==> config.mk <==
export PLATFORM = sky130hd
export DESIGN_NAME = stream_demux_1x2
export DESIGN_NICKNAME = d
export VERILOG_FILES = /design/src/rtl/stream_demux_1x2_pkg.sv /design/src/rtl/stream_demux_1x2_fifo2.sv /design/src/rtl/stream_demux_1x2.sv
export SDC_FILE = /design/constraint.sdc
export NUM_CORES = 1
export LEC_CHECK = 0
export ABC_CLOCK_PERIOD_IN_PS = 1900
export BUFFER_PORTS_ARGS = -buffer_cell sky130_fd_sc_hd__clkbuf_2
export CORE_ASPECT_RATIO = 0.7
export CORE_MARGIN = 4
export CORE_UTILIZATION = 44
export DETAILED_ROUTE_END_ITERATION = 8
export MAX_ROUTING_LAYER = met4
export PLACE_DENSITY = 0.64
export RECOVER_POWER = 25
export SLEW_MARGIN = 20
export SYNTH_ARGS = -nofsm -noshare
export SYNTH_HDL_FRONTEND = slang
export SYNTH_SLANG_ARGS = --single-unit
==> constraint.sdc <==
create_clock -name clk -period 1.9 [get_ports clk]
set_clock_uncertainty 0.1 [all_clocks]
set_input_delay 0.095 -clock clk [delete_from_list [all_inputs] [get_ports clk]]
set_output_delay 0.095 -clock clk [all_outputs]
set_load 0.02 [all_outputs]
==> src/rtl/stream_demux_1x2_pkg.sv <==
// rtl/stream_demux_1x2_pkg.sv - shared constants for the 1-to-2 stream demux
package stream_demux_1x2_pkg;

    localparam int DEMUX_DEPTH = 2;
    localparam int LEVEL_W     = 2;

    localparam logic [LEVEL_W-1:0] LEVEL_EMPTY = 2'd0;
    localparam logic [LEVEL_W-1:0] LEVEL_FULL  = 2'd2;

    localparam logic SEL_A = 1'b0;
    localparam logic SEL_B = 1'b1;

endpackage

==> src/rtl/stream_demux_1x2_fifo2.sv <==
// rtl/stream_demux_1x2_fifo2.sv - two-entry per-port FIFO with explicit level
module demux_fifo2
    import stream_demux_1x2_pkg::*;
#(
    parameter int WIDTH = 16
) (
    input  logic               clk,
    input  logic               rst_n,
    input  logic               push,
    input  logic               pop,
    input  logic [WIDTH-1:0]   din,
    output logic [WIDTH-1:0]   dout,
    output logic               full,
    output logic               empty,
    output logic [LEVEL_W-1:0] level
);

    logic [WIDTH-1:0]   r_mem [DEMUX_DEPTH];
    logic               r_wr_ptr;
    logic               r_rd_ptr;
    logic [LEVEL_W-1:0] r_level;

    logic w_push_ok;
    logic w_pop_ok;

    // A full FIFO refuses writes even when it is popped on the same edge.
    assign w_push_ok = push & ~full;
    assign w_pop_ok  = pop & ~empty;

    always_ff @(posedge clk or negedge rst_n) begin
        if (!rst_n) begin
            for (int i = 0; i < DEMUX_DEPTH; i++) begin
                r_mem[i] <= '0;
            end
            r_wr_ptr <= 1'b0;
            r_rd_ptr <= 1'b0;
            r_level  <= LEVEL_EMPTY;
        end else begin
            if (w_push_ok) begin
                r_mem[r_wr_ptr] <= din;
                r_wr_ptr        <= ~r_wr_ptr;
            end
            if (w_pop_ok) begin
                r_rd_ptr <= ~r_rd_ptr;
            end
            case ({w_push_ok, w_pop_ok})
                2'b10:   r_level <= r_level + 2'd1;
                2'b01:   r_level <= r_level - 2'd1;
                default: r_level <= r_level;
            endcase
        end
    end

    assign dout  = r_mem[r_rd_ptr];
    assign full  = (r_level == LEVEL_FULL);
    assign empty = (r_level == LEVEL_EMPTY);
    assign level = r_level;

endmodule

==> src/rtl/stream_demux_1x2.sv <==
// rtl/stream_demux_1x2.sv - routes one input stream to port A or B via per-port FIFOs
module stream_demux_1x2
    import stream_demux_1x2_pkg::*;
#(
    parameter int WIDTH = 16
) (
    input  logic               clk,
    input  logic               rst_n,
    input  logic [WIDTH-1:0]   in_data,
    input  logic               in_sel,
    input  logic               in_valid,
    output logic               in_ready,
    output logic [WIDTH-1:0]   a_data,
    output logic               a_valid,
    input  logic               a_ready,
    output logic [WIDTH-1:0]   b_data,
    output logic               b_valid,
    input  logic               b_ready,
    output logic [LEVEL_W-1:0] a_level,
    output logic [LEVEL_W-1:0] b_level
);

    logic w_a_full, w_a_empty, w_b_full, w_b_empty;
    logic w_accept, w_a_push, w_b_push, w_a_pop, w_b_pop;

    // Ready depends only on in_sel and registered FIFO state; rst_n forces it low during reset.
    assign in_ready = rst_n & ((in_sel == SEL_B) ? ~w_b_full : ~w_a_full);
    assign w_accept = in_valid & in_ready;
    assign w_a_push = w_accept & (in_sel == SEL_A);
    assign w_b_push = w_accept & (in_sel == SEL_B);
    assign w_a_pop  = a_valid & a_ready;
    assign w_b_pop  = b_valid & b_ready;

    assign a_valid = ~w_a_empty;
    assign b_valid = ~w_b_empty;

    demux_fifo2 #(.WIDTH(WIDTH)) u_fifo_a (
        .clk   (clk),
        .rst_n (rst_n),
        .push  (w_a_push),
        .pop   (w_a_pop),
        .din   (in_data),
        .dout  (a_data),
        .full  (w_a_full),
        .empty (w_a_empty),
        .level (a_level)
    );

    demux_fifo2 #(.WIDTH(WIDTH)) u_fifo_b (
        .clk   (clk),
        .rst_n (rst_n),
        .push  (w_b_push),
        .pop   (w_b_pop),
        .din   (in_data),
        .dout  (b_data),
        .full  (w_b_full),
        .empty (w_b_empty),
        .level (b_level)
    );

endmodule

# After elaboration in Yosys (flattened, before gate mapping)
# Cells that the tools add are included.
dict set report word_totals {
  regBits 72
  latch_bits 0
  ram_bits 0
  romBits 0
  output_inout_bits 39
  elab_cells 70
  n_memories 0
}
dict set report op_classes {
  n_addsub 4
  multipliers 0
  div_mod_pow 0
  order_cmp 6
  eq_ne 6
  shift 0
  mux 15
  n_bitwise 23
  n_reduce_logical 6
}
# cell n
set op_table {}
lappend op_table {{$mux W16} 8}
lappend op_table {{$bwmux W32} 2}
lappend op_table {{$demux W16 S1} 2}
lappend op_table {{$and A1 B1 Y1} 10}
lappend op_table {{$not A1 Y1} 9}
lappend op_table {{$eq A2 B2 Y1 const B} 4}
lappend op_table {{$ge A2 B2 Y1 const B} 4}
lappend op_table {{$not A1 Y2} 4}
lappend op_table {{$pmux W2 S2} 2}
lappend op_table {{$add A2 B1 Y2 const B} 2}
lappend op_table {{$eq A2 B1 Y1 const B} 2}
lappend op_table {{$logic_not A2 Y1} 2}
lappend op_table {{$lt A2 B1 Y1 const B} 2}
lappend op_table {{$reduce_bool A2 Y1} 2}
lappend op_table {{$sub A2 B1 Y2 const B} 2}
lappend op_table {{$logic_and A1 B1 Y1} 2}
lappend op_table {{$mux W1} 1}

# Depth between registers and ports, before layout
# Gate-level depths: netlist of the first run.
dict set report depth {
  word_depth 9
  mapped_depth 6
  ltp_nobuf 6
}

# By module
# From an unflattened synthesis of the first run, not the netlist that was laid out.
dict set report hier_totals {
  hier_cells 215
  area_unflattened_um2 3250.6
}
# mod instances cells_each area_each_um2 seq_area_each_um2
set modules_own_cells {}
lappend modules_own_cells {demux_fifo2 2 103 1599.0 900.9}
lappend modules_own_cells {stream_demux_1x2 1 9 52.6 0.0}

# Least setup slack after synthesis of the first run
# OpenSTA, ideal clock, no wires.
dict set report synth_timing {
  path_type {register to register}
  startpoint {register u_fifo_b.r_level[1], in the netlist u_fifo_b.level[1]}
  endpoint {register u_fifo_b.r_level[1], in the netlist u_fifo_b.level[1]}
  t_arrival_ns 1.742
  required_ns 1.720
  slack_ns -0.021
  stages_incl_launch_ff 6
  period_less_slack_ns 1.921
  path_cell_list {dfrtp_1 -> nor2b_1 -> or3b_2 -> ha_1 -> nor2_1 -> xor2_1}
}
dict set report synth_via {
  elab_chain_cells 9
  word_cells_on_any_way 17
}
# item line_no
set synth_rtl {}
lappend synth_rtl {{start: declaration} stream_demux_1x2_fifo2.sv:21} ;# logic [LEVEL_W-1:0] r_level;
lappend synth_rtl {{start signal: assignment} stream_demux_1x2_fifo2.sv:47} ;# 2'b10: r_level <= r_level + 2'd1;
lappend synth_rtl {{start signal: assignment} stream_demux_1x2_fifo2.sv:48} ;# 2'b01: r_level <= r_level - 2'd1;
lappend synth_rtl {{start signal: assignment} stream_demux_1x2_fifo2.sv:49} ;# default: r_level <= r_level;
lappend synth_rtl {{$eq A2 B2 Y1} stream_demux_1x2_fifo2.sv:55} ;# assign full = (r_level == LEVEL_FULL);
lappend synth_rtl {{$not A1 Y1} {stream_demux_1x2_fifo2.sv:27, stream_demux_1x2.sv:27}}
lappend synth_rtl {{$mux W1} stream_demux_1x2.sv:27} ;# assign in_ready = rst_n & ((in_sel == SEL_B) ? ~w_b_full : ~w_a_full);
lappend synth_rtl {{$and A1 B1 Y1} stream_demux_1x2.sv:27}
lappend synth_rtl {{$and A1 B1 Y1} stream_demux_1x2.sv:28} ;# assign w_accept = in_valid & in_ready;
lappend synth_rtl {{$and A1 B1 Y1} stream_demux_1x2.sv:30} ;# assign w_b_push = w_accept & (in_sel == SEL_B);
lappend synth_rtl {{$and A1 B1 Y1} stream_demux_1x2_fifo2.sv:27} ;# assign w_push_ok = push & ~full;
lappend synth_rtl {{$eq A2 B1 Y1 or $eq A2 B2 Y1 (tied branches)} stream_demux_1x2_fifo2.sv:46} ;# case ({w_push_ok, w_pop_ok})
lappend synth_rtl {{$pmux W2 S2 or $reduce_bool A2 Y1 (tied branches)} -}
# Parallel ways exist; a longest one is shown, timed or not.
# A chain may end at the register's enable or synchronous reset.

# Final worst setup path of the first run
dict set report layout_timing {
  startpoint {register u_fifo_b.r_level[1], in the netlist u_fifo_b.level[1]}
  endpoint {register u_fifo_b.r_mem[16] (netlist name)}
}
dict set report layout_via {
  elab_chain_cells 7
}
# item line_no
set layout_rtl {}
lappend layout_rtl {{$eq A2 B2 Y1 (*)} stream_demux_1x2_fifo2.sv:55}
lappend layout_rtl {{$not A1 Y1 (*)} {stream_demux_1x2_fifo2.sv:27, stream_demux_1x2.sv:27}}
lappend layout_rtl {{$mux W1} stream_demux_1x2.sv:27}
lappend layout_rtl {{$and A1 B1 Y1} stream_demux_1x2.sv:27}
lappend layout_rtl {{$and A1 B1 Y1} stream_demux_1x2.sv:28}
lappend layout_rtl {{$and A1 B1 Y1} stream_demux_1x2.sv:30}
lappend layout_rtl {{$and A1 B1 Y1 (*)} stream_demux_1x2_fifo2.sv:27}
lappend layout_rtl {{end signal: indexed assignment} stream_demux_1x2_fifo2.sv:40} ;# r_mem[r_wr_ptr] <= din;
lappend layout_rtl {{end: declaration} stream_demux_1x2_fifo2.sv:18} ;# logic [WIDTH-1:0] r_mem [DEMUX_DEPTH];
# Mark *: on every way between the ends. The rest lies on a longest branch, timed or not.

==> flow_summary_export.csv, run 1 <==
group,metric,value,unit
outcome,status,"finished, violations left",
outcome,failed_checks,"hold timing",
synthesis,synth_seq_cells,72,
worst_setup_path,end_kind,"register",
pwr,total_power,7.47,mW
place,portBuffers,60,
cts,clk_path_buf_depth,2,
die,start_util,0.467,
pwr,p_leak,1.90,nW
synthesis,synth_top_area_share,0.553,
pwr,sw_frac_of_total,0.366,
worst_setup_path,rr_startpoint,"u_fifo_b.level[1]",
worst_setup_path,reg2reg_to,"u_fifo_b.r_mem[16]",
drt,finalWirelength,6520,microns
cts,clk-insertion-delay-late,0.34,ns
global_route,gr-usage-all-layers,0.164,
cts,cts_sinks,72,
finish,n_fill_cell,584,
worst_setup_path,criticalPathCategory,"reg2reg",
worst_setup_path,cp_data_required_time,2.02,ns
synthesis,ys_async_sr_fraction,1.00,
finish,register_area,1810,sq um
timing,whs,-0.108,ns
synthesis,syn-instance-count,208,
timing,timing.slew.headroom,0.469,
cts,clkTransAtPathRegs,0.08,ns
synthesis,syn_avg_cell_area,15.7,sq um
timing,drv_slew,0,
place,place.gp.congestion,0.736,
cts,htree_levels,3,
pwr,p_int,4.74,mW
finish,num_antenna_cells,0,
cts,cts_tree,"yes",
drt,via_per_inst,4.92,
worst_setup_path,critical_path_buf_inv_count,2,
timing,worst_slew_pin_slew,0.796,ns
synthesis,ys_top_cells_by_count,"86 x mux2_2, 72 x dfrtp_1, 10 x mux2_4",
synthesis,yosys_warnings,0,
worst_setup_path,cp_top_family,"simple AND/OR/NAND/NOR gates",
pwr,power.density,1810,nW/um^2
timing,rsz0062_at_grt,"false",
synthesis,yosys.area.top_type,"dfrtp_1",
cts,cts_buffers,9,
die,die_x,111,microns
finish,areaGrowthSynthToFinish,26.8,%
finish,multi_input_area,1420,sq um
finish,layout-drive-gt1-share,0.652,
timing,finalCriticalPeriod,1.81,ns
place,hpwl,4240,microns
pwr,p_comb_frac,0.473,
timing,min_period_over_period,0.954,
drt,wl_per_cell,16.5,microns
synthesis,synthMostInstantiatedCell,"mux2_2",
finish,fin_area,4130,sq um
cts,postCtsHoldBufs,17,
min_path,hold_class,"in2async",
drt,detail_route.first_pass.iterations,3,
global_route,overflow,0,
pwr,irDropWorstVdd,838,uV
global_route,grt_max_degree,44,
worst_setup_path,start_kind,"register",
pwr,p_switching,2.73,mW
finish,nets,321,
place,dp.cells,361,
die,core_area,6980,sq um
worst_setup_path,critical_path_arrival,1.93,ns
pwr,sequentialPowerShare,0.366,
die,dieArea,8860,sq um
finish,final_cells,396,
die,rows,25,
worst_setup_path,rrSetupSlack,0.09,ns
synthesis,synth_nets,232,
worst_setup_path,slowest_stage,"dfrtp_2",
place,dpl_cell_area,3720,sq um
synthesis,synthTopCellsByArea,"dfrtp_1 55%, mux2_2 30%, mux2_4 4.6%",
worst_setup_path,startpoint,"u_fifo_b.level[1]",
pwr,clock_power_share,0.161,
synthesis,synth-edff-count,0,
timing,final_hold_viol_count,41,
global_route,antenna_found_initial,0,
cts,cts_root_buf,"clkbuf_8",
timing,final-setup-viol-count,0,
die,die_h,80.0,microns
synthesis,synth_cell_types,23,
timing,fmax,551,MHz
worst_setup_path,crit_chain,"nor2b_1 -> buf_4 -> nor4b_4 -> buf_12 -> mux2_2",
drt,drtIter0Drc,48,
worst_setup_path,max_stage_delay,0.43,ns
worst_setup_path,path_max_fanout,16,
drt,postRouteAntennaNets,0,
die,io_pins,61,
global_route,grt_pass1_vias,2070,
synthesis,synth.cell_area,3260,sq um
run,max_cap_violations,0,
drt,vias,1949,
global_route,grt_pass1_wl,10900,microns
drt,drc,0,
synthesis,synth-seq-area-share,0.553,
worst_setup_path,rr_worst_depth,5,
synthesis,synth_top_flop_cell,"dfrtp_1",
==> power groups by stage <==
stage | logic (mW) | registers [mW] | clock network [mW]
3_3_place_gp | 3.42 | 2.74 | 0
5_1_grt | 3.81 | 2.85 | 1.30
4_1_cts | 3.55 | 2.74 | 1.25
2_1_floorplan | 2.49 | 2.68 | 0
6_report | 3.53 | 2.74 | 1.20
3_5_place_dp | 3.47 | 2.76 | 0
==> registers in the layout, summed over array words and instances, names as in the netlist <==
name / count
u_fifo_b.r_wr_ptr: 1
u_fifo_a.level: 2
u_fifo_b.r_mem: 32
u_fifo_b.r_rd_ptr: 1
u_fifo_b.level: 2
u_fifo_a.r_rd_ptr: 1
u_fifo_a.r_wr_ptr: 1
u_fifo_a.r_mem: 32
==> per-layer routing <==
layer	wire length, microns	global-route usage
met1	3320	0.221
met3	326	0.0538
met5	0	-
met2	2830	0.237
met4	54	0.0517
==> metrics by stage <==
step	utilization	hold WS (ns)	setup TNS (ns)	worst slack (ns)
floorplan	-	-0.301	0	0.00616
global placement	0.534	0.162	0	0.0967
detailed placement	0.534	0.163	-0.00717	-0.00717
CTS	0.589	-0.217	0	0.00836
global route	0.592	-0.0184	0	0.0164
finish	0.592	-0.108	0	0.0867
==> layout by cell type, fill, tap and decap left out <==
cell type,netlist,routed
and2_1,2,2
buf_12,1,4
buf_4,3,5
bufinv_16,0,1
clkbuf_1,4,1
clkbuf_2,0,60
clkbuf_8,0,10
clkinv_2,0,4
clkinv_4,0,1
dfrtp_1,72,69
dfrtp_2,0,3
dlygate4sd3_1,0,17
ha_4,0,2
inv_1,1,1
mux2_2,86,86
mux2_4,10,10
nand2_1,1,1
nand2_2,1,1
nand4_1,1,1
nor2_1,3,1
nor2_2,0,2
nor2b_1,2,2
nor4b_4,2,2
o311a_2,1,1
or2_2,2,2
or3_2,1,1
or3b_4,0,1
or4_4,1,1
xnor2_1,6,6
xor2_1,4,4
==> kinds of logic after synthesis <==
kind of cell	count (synthesis)	share of synthesized area
muxes	96	0.343
and+or+nand+nor	17	0.0430
buffers and inverters	10	0.0223
AOI/OAI and AO/OA	1	0.00346
xor gates and xnor gates	10	0.0269
DFF	72	0.553
adders and majority gates	2	0.00768
==> repair_timing <==
action	4_1_cts	5_1_grt
gates cloned	0	0
gates resized for setup	0	5
endpoints found under the hold margin	106	41
setup endpoints to repair	1	2
pin swaps	0	0
buffers inserted	2	0
==> worst max-delay path by stage <==
stage	to	cells after the start
2_1_floorplan	u_fifo_a.r_mem[10]	4
3_3_place_gp	u_fifo_b.level[1]	5
3_5_place_dp	u_fifo_a.level[1]	5
4_1_cts	u_fifo_a.level[1]	5
5_1_grt	u_fifo_b.r_mem[16]	5
6_report	u_fifo_b.r_mem[16]	5
==> cell type report <==
| cell class | count | area share |
|---|---|---|
| inverters | 1 | 0.000909 |
| well taps | 94 | 0.0285 |
| clock inverters | 6 | 0.0142 |
| clock buffers | 10 | 0.0333 |
| multi-input cells | 126 | 0.343 |
| flip-flops and latches | 72 | 0.437 |
| repair buffers | 87 | 0.143 |
Note: power is estimated with default switching activity, not from simulation.
==> inputs of run 2 (changes only) <==
--- a/config.mk
+++ b/config.mk
@@ -5,14 +5,15 @@
 export SDC_FILE = /design/constraint.sdc
 export NUM_CORES = 1
 export LEC_CHECK = 0
+export ABC_AREA = 1
 export ABC_CLOCK_PERIOD_IN_PS = 1900
-export BUFFER_PORTS_ARGS = -buffer_cell sky130_fd_sc_hd__clkbuf_2
 export CORE_ASPECT_RATIO = 0.7
 export CORE_MARGIN = 4
 export CORE_UTILIZATION = 44
 export DETAILED_ROUTE_END_ITERATION = 8
+export DONT_BUFFER_PORTS = 1
 export MAX_ROUTING_LAYER = met4
-export PLACE_DENSITY = 0.64
+export PLACE_DENSITY = 0.57
 export RECOVER_POWER = 25
 export SLEW_MARGIN = 20
 export SYNTH_ARGS = -nofsm -noshare
==> run 2 against run 1 <==
  * The run now ends clean
  * Critical endpoint is now u_fifo_a.level[1]
  * Worst hold slack better by 0.16 ns
  * First-iteration DRC count rose to 3.5 times the previous value
  * Total power down 7.6%
  * Count of clock-buffer cells in the layout up 1
  * Cell count up 40%
  * Routed wire length up 28%
  * Synthesized area up 3.9%
  * Register-to-register slack better by 0.08 ns
  * Global-route usage up 3.9 points
  * Design area down 2.5%
  * Non-clock buffer count down 32
==> flow_summary_export.csv, run 2 <==
group,metric,value,unit
synthesis,syn-instance-count,411,
pwr,p_leak,2.03,nW
synthesis,synth-edff-count,0,
die,die_x,113,microns
cts,postCtsHoldBufs,22,
finish,areaGrowthSynthToFinish,19.0,%
pwr,p_comb_frac,0.462,
finish,final_cell_mix,"184 x nand2_1, 71 x dfrtp_1, 50 x o21ai_0",
timing,tns,0,ns
die,dieArea,9180,sq um
drt,postRouteAntennaNets,0,
synthesis,synth_cell_types,21,
synthesis,synth_seq_cells,72,
drt,via_per_inst,4.97,
finish,reg_top3,"u_fifo_a.r_mem (32), u_fifo_b.r_mem (32)",
global_route,grt_use_met2,0.293,
synthesis,synth.cell_area,3380,sq um
finish,layout-drive-gt1-share,0.127,
die,die_h,81.4,microns
synthesis,synthTopCellsByArea,"dfrtp_1 53%, nand2_1 20%, o21ai_0 7.4%",
drt,drtIter0Drc,166,
place,hpwl,5320,microns
place,portBuffers,0,
worst_setup_path,criticalPathCategory,"reg2reg",
cts,clkTransAtPathRegs,0.07,ns
worst_setup_path,slowest_stage,"dfrtp_1",
place,dp.cells,517,
cts,clk-insertion-delay-late,0.33,ns
global_route,grt_pass1_wl,14000,microns
cts,cts_buffers,9,
pwr,clock_power_share,0.157,
timing,setup_ws,0.170,ns
timing,worst_slew_pin_slew,0.995,ns
timing,fmax,578,MHz
synthesis,syn_avg_cell_area,8.23,sq um
pwr,p_switching,3.06,mW
global_route,grt_pass1_vias,2758,
worst_setup_path,critical_path_buf_inv_count,0,
finish,final_common_cell,"nand2_1",
synthesis,synth-seq-area-share,0.532,
synthesis,synth_simple_gate_area_frac,0.295,
pwr,sequentialPowerShare,0.381,
min_path,hold_class,"in2reg",
pwr,sw_frac_of_total,0.443,
global_route,antenna_found_initial,0,
worst_setup_path,start_kind,"register",
cts,cts_tree,"yes",
worst_setup_path,end_kind,"register",
pwr,total_power,6.90,mW
cts,cts_sinks,72,
synthesis,synth_nets,435,
die,rows,26,
place,place.gp.congestion,0.762,
worst_setup_path,max_stage_delay,0.41,ns
pwr,p_int,3.84,mW
worst_setup_path,path_max_fanout,4,
place,preCtsSetupSlack,0.191,ns
synthesis,synth_mux_area_frac,0,
worst_setup_path,crit_chain,"nand3_1 -> nand3_4 -> nor2_8 -> nand2_1 -> ha_1 -> a21oi_1 -> o21ai_0 -> xor2_1",
timing,final_hold_viol_count,0,
finish,final_cells,555,
drt,wl_per_cell,15.1,microns
synthesis,yosys.area.top_type,"dfrtp_1",
global_route,gr-usage-all-layers,0.203,
synthesis,yosys_warnings,0,
finish,num_antenna_cells,0,
global_route,overflow,0,
global_route,grt_use_met3,0.0469,
pwr,power.density,1710,nW/um^2
cts,htree_levels,3,
timing,timing.slew.headroom,0.337,
worst_setup_path,rrSetupSlack,0.17,ns
timing,min_period_over_period,0.911,
die,core_area,7380,sq um
drt,vias,2756,
drt,detail_route.first_pass.iterations,4,
synthesis,synthMostInstantiatedCell,"nand2_1",
timing,finalCriticalPeriod,1.73,ns
timing,final-setup-viol-count,0,
synthesis,synth_top_family_by_area,"simple AND/OR/NAND/NOR gates",
global_route,grt-busiest-layer,"met2",
drt,drc,0,
synthesis,ys_top_cells_by_count,"184 x nand2_1, 72 x dfrtp_1, 50 x o21ai_0",
timing,whs,0.0498,ns
global_route,grt_max_degree,73,
drt,finalWirelength,8370,microns
run,max_cap_violations,0,
worst_setup_path,cp_top_family,"simple AND/OR/NAND/NOR gates",
cts,cts_root_buf,"clkbuf_8",
worst_setup_path,critical_path_arrival,1.84,ns
synthesis,synthXorXnorAreaFrac,0.0181,
outcome,status,"finished, final reports clean",
global_route,use_met1,0.292,
cts,clk_path_buf_depth,2,
timing,rsz0062_at_grt,"false",
pwr,irDropWorstVdd,666,uV
timing,drv_slew,0,
worst_setup_path,cp_data_required_time,2.01,ns
synthesis,synth_top_area_share,0.532,
cts,post_cts_resize_count,0,
cts,cts_setup_buffers,0,
synthesis,synth_compound_area_frac,0.0769,
finish,nets,476,
synthesis,synth_fa_ha_area_frac,0.00739,
die,io_pins,61,
synthesis,ys_async_sr_fraction,1.00,
synthesis,synth_top_flop_cell,"dfrtp_1",
die,start_util,0.458,
[run 2: cell count changes after synthesis, sizes merged, moves of 3 or more]
cell,before,now
nand3,0,5
nand4,1,33
xnor2,6,3
clkbuf,4,13
nand2,2,184
o21ai,0,50
inv,1,26
mux2,96,0
buf,5,12
[run 2: power groups by stage]
stage               Sequential, mW  Combinational (mW)  Clock (mW)
floorplan                     2.60                2.18           0
global placement              2.63                3.09           0
detailed placement            2.65                3.14           0
CTS                           2.63                3.25        1.11
global route                  2.72                3.57        1.19
finish                        2.63                3.19        1.08
[run 2: final timing paths]
kind                                         from  cells after the start            endpoint
min in group asynchronous                   rst_n                      2  u_fifo_a.r_mem[10]
max in group asynchronous                   rst_n                      2   u_fifo_b.level[0]
worst min register to register  u_fifo_a.r_mem[0]                      2   u_fifo_a.r_mem[0]
worst max-delay path            u_fifo_b.level[1]                      8   u_fifo_a.level[1]
worst min-delay path                     in_valid                      3   u_fifo_b.level[0]
worst max register to register  u_fifo_b.level[1]                      8   u_fifo_a.level[1]
[run 2: worst min-delay path, cell delays in order]
cell,delay (ns)
nand4_1,0.11
ha_1,0.18
xnor2_1,0.07
[run 2: stage by stage]
stage | instance area, sq um | util
2_1_floorplan | 3390 | -
3_3_place_gp | 3640 | 0.493
3_5_place_dp | 3640 | 0.493
4_1_cts | 4050 | 0.548
5_1_grt | 4030 | 0.546
6_report | 4030 | 0.546
[run 2: layout make-up]
| type | count | area [sq um] |
|---|---|---|
| timing repair buffer | 55 | 478 |
| fill | 694 | 3360 |
| sequential | 72 | 1800 |
| tap | 98 | 123 |
| inverter | 28 | 105 |
| clock buffer | 11 | 141 |
| multi-input combinational | 286 | 1350 |
| clock inverter | 5 | 32.5 |
[run 2: kinds of logic after synthesis]
| kind of cell | Yosys count |
|---|---|
| flops | 72 |
| xor+xnor | 7 |
| compound gates | 52 |
| simple gates | 225 |
| fa+ha+maj | 2 |
| buf+inv | 53 |
[run 2: routing by layer]
metal  wire length (microns)  part of all wire
met2                    3640              0.43
met1                    4220              0.50
met4                      24            0.0029
met5                       0                 0
met3                     489             0.058
==> inputs of run 3 (changes only) <==
--- a/config.mk
+++ b/config.mk
@@ -6,10 +6,12 @@
 export NUM_CORES = 1
 export LEC_CHECK = 0
 export ABC_AREA = 1
-export ABC_CLOCK_PERIOD_IN_PS = 1900
+export ABC_CLOCK_PERIOD_IN_PS = 2100
 export CORE_ASPECT_RATIO = 0.7
 export CORE_MARGIN = 4
 export CORE_UTILIZATION = 44
+export CTS_BUF_LIST = sky130_fd_sc_hd__clkbuf_4
+export CTS_CLUSTER_SIZE = 12
 export DETAILED_ROUTE_END_ITERATION = 8
 export DONT_BUFFER_PORTS = 1
 export MAX_ROUTING_LAYER = met4
==> constraint.sdc (replaced) <==
create_clock -name clk -period 2.1 [get_ports clk]
set_clock_uncertainty 0.1 [all_clocks]
set_input_delay 0.105 -clock clk [delete_from_list [all_inputs] [get_ports clk]]
set_output_delay 0.105 -clock clk [all_outputs]
set_load 0.02 [all_outputs]
==> run 3 against run 2 <==
  * Cell count is 0.72% lower
  * Setup slack better by 0.011 ns
  * Count of clock-buffer cells in the layout decreased by 2
  * Die area unchanged
  * Combinational power fell by 13%
  * Highest routed layer unchanged
==> flow_summary_export.csv, run 3 (synthesis results as in run 2) <==
group,metric,value,unit
outcome,status,"finished, final reports clean",
finish,layout-drive-gt1-share,0.117,
drt,finalWirelength,8320,microns
pwr,power.density,1550,nW/um^2
timing,drv_slew,0,
worst_setup_path,startpoint,"rst_n",
drt,wl_per_cell,15.1,microns
cts,clkTransAtPathRegs,0.11,ns
cts,cts_setup_buffers,0,
pwr,total_power,6.18,mW
cts,cts_tree,"yes",
global_route,grt_pass1_vias,2640,
finish,areaGrowthSynthToFinish,18.0,%
worst_setup_path,path_max_fanout,74,
drt,detail_route.first_pass.iterations,5,
timing,rsz0062_at_grt,"false",
cts,cts_sinks,72,
finish,nets,472,
global_route,overflow,0,
cts,clk-insertion-delay-late,0.41,ns
die,die_h,81.4,microns
timing,min_period_over_period,0.914,
worst_setup_path,start_kind,"input pin",
timing,final-setup-viol-count,0,
timing,worst_slew_pin_slew,0.564,ns
finish,n_fill_cell,695,
die,core_area,7380,sq um
finish,final_cell_mix,"184 x nand2_1, 72 x dfrtp_1, 50 x o21ai_0",
min_path,min_from,"in_sel",
global_route,grt_max_degree,75,
die,start_util,0.458,
place,portBuffers,0,
global_route,antenna_found_initial,0,
drt,drc,0,
timing,final_hold_viol_count,0,
timing,tns,0,ns
place,dp.cells,513,
worst_setup_path,cp_data_required_time,2.31,ns
die,io_pins,61,
timing,timing.slew.headroom,0.624,
timing,finalCriticalPeriod,1.92,ns
finish,reg_top3,"u_fifo_a.r_mem (32), u_fifo_b.r_mem (32)",
finish,num_antenna_cells,0,
die,die_x,113,microns
worst_setup_path,rr_startpoint,"u_fifo_b.level[1]",
finish,final_common_cell,"nand2_1",
die,rows,26,
die,dieArea,9180,sq um
worst_setup_path,criticalPathCategory,"in2reg",
drt,via_per_inst,5.07,
worst_setup_path,end_kind,"register",
pwr,irDropWorstVdd,753,uV
place,hpwl,5400,microns
finish,fin_area,4000,sq um
global_route,grt_pass1_wl,13600,microns
drt,vias,2793,
place,preCtsSetupSlack,0.234,ns
worst_setup_path,critical_path_arrival,2.12,ns
place,place.gp.congestion,0.774,
global_route,gr-usage-all-layers,0.196,
cts,clk_path_buf_depth,2,
place,dpl_cell_area,3610,sq um
drt,postRouteAntennaNets,0,
timing,setup_ws,0.181,ns
min_path,hold_class,"in2reg",
finish,final_cells,551,
timing,fmax,521,MHz
cts,cts_buffers,9,
pwr,p_leak,2.03,nW
cts,htree_levels,3,
drt,drtIter0Drc,162,
run,max_cap_violations,0,
cts,cts_root_buf,"clkbuf_4",
==> run 3: changes by cell type in the layout (fill, tap and decap cells not counted), moves of 2 or more <==
cell	previous run	this run
buf_4	32	28
bufinv_16	0	2
clkbuf_4	1	9
clkbuf_8	10	0
clkinvlp_4	3	1
==> run 3: through the flow <==
step                      utilization  hold slack [ns]
after CTS                       0.541           0.0370
after global routing            0.541           0.0534
after global placement          0.488           -0.287
after floorplan                     -           -0.291
final                           0.541           0.0709
after detailed placement        0.488           -0.288
==> run 3: layout make-up <==
class | count | area [sq um] | area share
Sequential cell | 72 | 1800 | 0.451
Multi-Input combinational cell | 286 | 1350 | 0.337
Timing Repair Buffer | 51 | 465 | 0.117
Tap cell | 98 | 123 | 0.0307
Inverter | 28 | 105 | 0.0263
Clock inverter | 7 | 86.3 | 0.0216
Clock buffer | 9 | 67.6 | 0.0169
==> run 3: where the power goes <==
part           internal [mW]  switching [mW]  total (mW)
Clock                  0.473           0.479       0.952
Combinational          0.939            1.85        2.79
Sequential              2.03           0.406        2.44
==> run 3: critical path, stage by stage <==
cell and delay [ns]:
dlygate4sd3_1 0.57, clkbuf_16 0.36, nand3_4 0.14, nor2_8 0.10, buf_4 0.33, nand3_4 0.28, nand2_1 0.13, nand2_1 0.06
==> run 3: repair_timing <==
| item | 4_1_cts | 5_1_grt |
|---|---|---|
| hold endpoints to repair | 141 | 0 |
| hold buffers | 22 | 0 |
| gates resized for setup | 0 | 1 |
| setup endpoints to repair | 0 | 1 |
==> run 3: layer usage <==
| layer | share of wire | vias to the layer above | GRT usage |
|---|---|---|---|
| met4 | 0.013 | 0 | 0.0552 |
| li1 | - | 1405 | - |
| met3 | 0.053 | 9 | 0.0558 |
| met5 | 0 | - | - |
| met2 | 0.44 | 71 | 0.280 |
| met1 | 0.50 | 1308 | 0.275 |
==> run 3: path summary, 6_finish.rpt <==
check                      slack (ns)  cells after the start                 end
hold reg to reg                  0.38                      2  u_fifo_a.r_mem[11]
hold / removal                   0.07                      7   u_fifo_a.r_wr_ptr
setup / recovery                 0.18                      8  u_fifo_a.r_mem[12]
min in group asynchronous        0.12                      2   u_fifo_a.r_mem[9]
setup reg to reg                 0.22                      7  u_fifo_a.r_mem[12]
max in group asynchronous        1.49                      2   u_fifo_b.r_mem[6]
